--- src/rtl/input_debounce_if.sv ---
// Raw board inputs and debounced outputs between the board pins and the processor top.
// The master side drives the raw levels; the slave side is the debouncer.
interface input_debounce_if #(
  parameter int NSW = 8
) ();
  logic [NSW-1:0] switches_raw;
  logic           btn_raw;
  logic [NSW-1:0] switches;
  logic           btn_level;
  logic           step_pulse;
  logic           sw_changed;

  modport master (
    output switches_raw, btn_raw,
    input  switches, btn_level, step_pulse, sw_changed
  );

  modport slave (
    input  switches_raw, btn_raw,
    output switches, btn_level, step_pulse, sw_changed
  );
endinterface

--- src/rtl/input_debounce.sv ---
// Synchronizes and debounces NSW DIP switches plus one pushbutton.
// It also produces single-cycle pulses for button presses and for switch changes.
module input_debounce #(
  parameter int NSW       = 8,
  parameter int DB_CYCLES = 500000,
  parameter int CNT_W     = 20
) (
  input logic              clk,
  input logic              reset,
  input_debounce_if.slave  dbi
);
  localparam int NCH = NSW + 1;
  localparam logic [CNT_W-1:0] CNT_LAST = CNT_W'(DB_CYCLES - 1);

  logic [NCH-1:0] raw_w;
  logic [NCH-1:0] stable_w;

  // The button occupies the top channel; the switches occupy the channels below it.
  assign raw_w = {dbi.btn_raw, dbi.switches_raw};

  generate
    for (genvar gi = 0; gi < NCH; gi++) begin : g_ch
      logic             s1_q;
      logic             s2_q;
      logic             stable_q;
      logic             stable_d;
      logic [CNT_W-1:0] cnt_q;
      logic [CNT_W-1:0] cnt_d;

      // Any sample that matches the stable level restarts the count, so a bounce never accumulates.
      always_comb begin
        stable_d = stable_q;
        cnt_d    = '0;
        if (s2_q != stable_q) begin
          if (cnt_q == CNT_LAST) begin
            stable_d = s2_q;
          end else begin
            cnt_d = cnt_q + 1'b1;
          end
        end
      end

      always_ff @(posedge clk or posedge reset) begin
        if (reset) begin
          s1_q     <= 1'b0;
          s2_q     <= 1'b0;
          stable_q <= 1'b0;
          cnt_q    <= '0;
        end else begin
          s1_q     <= raw_w[gi];
          s2_q     <= s1_q;
          stable_q <= stable_d;
          cnt_q    <= cnt_d;
        end
      end

      assign stable_w[gi] = stable_q;
    end
  endgenerate

  logic [NSW-1:0] sw_prev_q;
  logic           btn_prev_q;
  logic           step_pulse_q;
  logic           step_pulse_d;
  logic           sw_changed_q;
  logic           sw_changed_d;

  always_comb begin
    step_pulse_d = stable_w[NSW] & ~btn_prev_q;
    sw_changed_d = |(stable_w[NSW-1:0] ^ sw_prev_q);
  end

  always_ff @(posedge clk or posedge reset) begin
    if (reset) begin
      sw_prev_q    <= '0;
      btn_prev_q   <= 1'b0;
      step_pulse_q <= 1'b0;
      sw_changed_q <= 1'b0;
    end else begin
      sw_prev_q    <= stable_w[NSW-1:0];
      btn_prev_q   <= stable_w[NSW];
      step_pulse_q <= step_pulse_d;
      sw_changed_q <= sw_changed_d;
    end
  end

  assign dbi.switches   = stable_w[NSW-1:0];
  assign dbi.btn_level  = stable_w[NSW];
  assign dbi.step_pulse = step_pulse_q;
  assign dbi.sw_changed = sw_changed_q;
endmodule

--- src/flat_wrapper.sv ---
// flat-port wrapper written by rule: the top's interface ports become plain ports
module input_debounce_flat 
#(
  parameter int NSW       = 8,
  parameter int DB_CYCLES = 500000,
  parameter int CNT_W     = 20
)
  (clk, reset, dbi_switches_raw, dbi_btn_raw, dbi_switches, dbi_btn_level, dbi_step_pulse, dbi_sw_changed);
  input_debounce_if #(.NSW(NSW)) dbi_i ();
  input logic clk;
  input logic reset;
  input wire logic [$bits(dbi_i.switches_raw)-1:0] dbi_switches_raw;
  input wire logic [$bits(dbi_i.btn_raw)-1:0] dbi_btn_raw;
  output wire logic [$bits(dbi_i.switches)-1:0] dbi_switches;
  output wire logic [$bits(dbi_i.btn_level)-1:0] dbi_btn_level;
  output wire logic [$bits(dbi_i.step_pulse)-1:0] dbi_step_pulse;
  output wire logic [$bits(dbi_i.sw_changed)-1:0] dbi_sw_changed;
  assign dbi_i.switches_raw = dbi_switches_raw;
  assign dbi_i.btn_raw = dbi_btn_raw;
  assign dbi_switches = dbi_i.switches;
  assign dbi_btn_level = dbi_i.btn_level;
  assign dbi_step_pulse = dbi_i.step_pulse;
  assign dbi_sw_changed = dbi_i.sw_changed;
  input_debounce #(.NSW(NSW), .DB_CYCLES(DB_CYCLES), .CNT_W(CNT_W)) u_core (.clk(clk), .reset(reset), .dbi(dbi_i));
endmodule
--- config.mk ---
export PLATFORM = sky130hd
export DESIGN_NAME = input_debounce_flat
export DESIGN_NICKNAME = d
export VERILOG_FILES = /design/src/rtl/input_debounce_if.sv /design/src/rtl/input_debounce.sv /design/src/flat_wrapper.sv
export SDC_FILE = /design/constraint.sdc
export NUM_CORES = 1
export LEC_CHECK = 0
export BUFFER_PORTS_ARGS = -buffer_cell sky130_fd_sc_hd__buf_2
export CAP_MARGIN = 20
export CORE_MARGIN = 2
export CORE_UTILIZATION = 40
export CTS_BUF_LIST = sky130_fd_sc_hd__clkbuf_4
export DETAILED_ROUTE_END_ITERATION = 16
export PLACE_DENSITY_LB_ADDON = 0.1
export SYNTH_ARGS = -nofsm -noshare
export SYNTH_HDL_FRONTEND = slang
export SYNTH_SLANG_ARGS = --single-unit
--- constraint.sdc ---
create_clock -name clk -period 6.15 [get_ports clk]
set_input_delay 0.3075 -clock clk [delete_from_list [all_inputs] [get_ports clk]]
set_output_delay 0.3075 -clock clk [all_outputs]
set_load 0.02 [all_outputs]
==> metrics.yaml <==
sta:
  slew_headroom: 0.451
  skew_ns: 0.0190
  finalHoldViolCount: 0
  fmax_mhz: 453
  fin_ws_ns: 3.94
  tightest_slew_ns: 0.824
  finalSetupViolations: 0
  rsz0062_at_grt: "false"
  post-route-period-util: 0.359
  tns_ns: 0
  min_period_ns: 2.21
  slew_violations: 0
drt:
  drtIter0Drc: 514
  wl_met1_um: 9860
  num_vias: 7567
  viasPerCell: 5.15
  wl_per_cell_um: 13.7
  met3_length_um: 740
  highest_layer: "met4"
  detail_route.first_pass.iterations: 4
  drt-total-wl_um: 20100
  ant_nets: 0
  met2WireLength_um: 9110
  drcViolationCount: 0
setup_path:
  reg2reg_depth: 5
  path_class: "reg -> reg"
  crit_start: "u_core.g_ch[6].cnt_q[0]"
  critPathLaunchType: "flip-flop"
  arrival_ns: 2.71
  r2r_slack_ns: 3.94
  cp_slowest_cell: "or4_4"
  path_cells: "ha_1 > nand4_1 > or4_4 > o21bai_4 > nor2_1"
  reg2reg_from: "u_core.g_ch[6].cnt_q[0]"
  crit_path_end_kind: "flip-flop"
  regToRegEndpoint: "u_core.g_ch[6].cnt_q[3]"
  cp.required_ns: 6.66
  critPathBufInv: 0
  crit_cells: 5
  crit_family: "simple AND/OR/NAND/NOR gates"
  slowest_delay_ns: 0.65
  path_max_fanout: 18
die:
  die_w_um: 165
  io_pins: 22
  rows: 58
  coreArea_mm2: 0.0253
  die_y_um: 165
  start_util: 0.409
  die_area_mm2: 0.0271
place:
  pre_cts_ws_ns: 3.92
  place.gp.congestion: 0.731
  io_buffers: 21
  dp_hpwl_um: 12700
outcome:
  status: "finished, final reports clean"
yosys:
  synth.avg_cell_area_um2: 10.1
  ys_seq_elements: 218
  syn-num-nets: 1040
  synthCells: 1020
  synth-edff-count: 0
  synthTopCellsByCount: "dfrtp_1, nor2_1, xnor2_1, nand3_1, nand4_1"
  async_flop_share: 1.00
  synth_top_area_frac: 0.528
  seq_area_frac_synth: 0.528
  synth.most_common_cell: "dfrtp_1"
  syn_area_mm2: 0.0103
  synth.top_cells.by_area: "dfrtp_1, xnor2_1, nor2_1, xor2_1, nand4_1"
  synthDistinctLibCells: 43
  yosys.area.top_type: "dfrtp_1"
  ys.flop_type: "dfrtp_1"
  yosysWarnings: 0
global_routing:
  grt_pass1_wl_um: 35200
  grt_max_degree: 158
  grt_overflow: 0
  first_global_vias: 7470
  antenna_found_initial: 1
  track_usage: 0.157
layout:
  layout-drive-gt1-share: 0.137
  nets: 1109
  syn2layout_area_growth_pct: 12.3
clock_tree:
  cts.htree.levels: 2
  cts_tree: "built"
  insertion_delay_ns: 0.65
  cts_sinks: 218
  clkTransAtPathRegs_ns: 0.06
  cts-buffers-inserted: 60
  clk_path_buf_depth: 3
  cts_resized: 0
  post_cts_buffers: 0
  cts_hold_buf: 10
  root_buffer: "clkbuf_4"
pwr:
  power_density_mw_per_mm2: 246
  leakage_nw: 4.76
  ir_worst_vdd_v: 0.000136
min_path:
  min_path_type: "in -> async"
job:
  max_cap_violations: 0
worst max-delay path by stage:
stage / end / slack (ns)
global route: u_core.g_ch[6].cnt_q[3] / 3.79
floorplan: u_core.btn_prev_q / 3.00
finish: u_core.g_ch[6].cnt_q[3] / 3.94
CTS: u_core.g_ch[6].cnt_q[9] / 3.93
detailed placement: u_core.g_ch[6].cnt_q[18] / 3.92
global placement: u_core.g_ch[6].cnt_q[5] / 3.97
per-stage QoR:
stage               instance area, µm²  hold slack (ns)  power, mW  utilization  std cells
detailed placement               10700            0.335       1.59        0.425       1347
CTS                              11600            0.204       2.93        0.459       1467
finish                           11600            0.282       2.85        0.460       1469
global placement                 10700            0.334       1.59        0.425       1347
floorplan                        10300            0.331       1.56            -       1020
global route                     11600            0.212       3.03        0.460       1469
cell type report:
class                   count  area (µm²)
diodes                      2        5.00
clock buffers              93         698
clock inverters            17        70.1
fillers                  2400       13600
inverters                  33         128
multi-input cells         739        4570
flip-flops and latches    218        5460
well taps                 330         413
repair buffers             37         263
sequential cells by signal, indices dropped and copies added, names as in the netlist:
register,count
u_core.g_ch.s2_q,9
u_core.btn_prev_q,1
u_core.dbi.sw_changed,1
u_core.sw_prev_q,8
u_core.dbi.step_pulse,1
u_core.dbi.btn_level,1
u_core.g_ch.s1_q,9
u_core.g_ch.cnt_q,180
u_core.g_ch.stable_q,8
tightest hold or removal path, cell delays in order:
cell and delay, ns:
dlygate4sd3_1 0.53, buf_2 0.13, clkinvlp_4 0.43
kinds of logic after synthesis:
logic type	Yosys count	synth area share
simple gates	488	0.249
buf+inv	63	0.0292
mux	9	0.00981
fa+ha+maj	9	0.0109
flops	218	0.528
compound gates	99	0.0591
xor+xnor	134	0.114
layer usage:
metal  vias to the layer above  track usage
met5                         -            0
met4                         0       0.0534
met3                        36       0.0359
met2                        97        0.250
met1                      3632        0.211
li1                       3802            -
power breakdown:
part           internal [mW]  switching [mW]  leakage [nW]  total [mW]
combinational         0.0284          0.0623          1.31      0.0906
clock                  0.687           0.600         0.466        1.29
sequential              1.45          0.0192          2.98        1.47
layout by cell type (no fill, tap or decap), types with 13 or more instances in the layout:
master and instances:
dfrtp_1 218, nor2_1 154, clkbuf_4 93, xnor2_1 84
nand3_1 61, nand4_1 55, xor2_1 50, nand2_1 49
a21oi_1 45, inv_1 32, or3_1 29, nor4_1 29
nor3_1 28, o21ai_0 27, or4_1 26, buf_2 21
o31ai_1 13
Note: power is estimated with default switching activity, not from simulation.
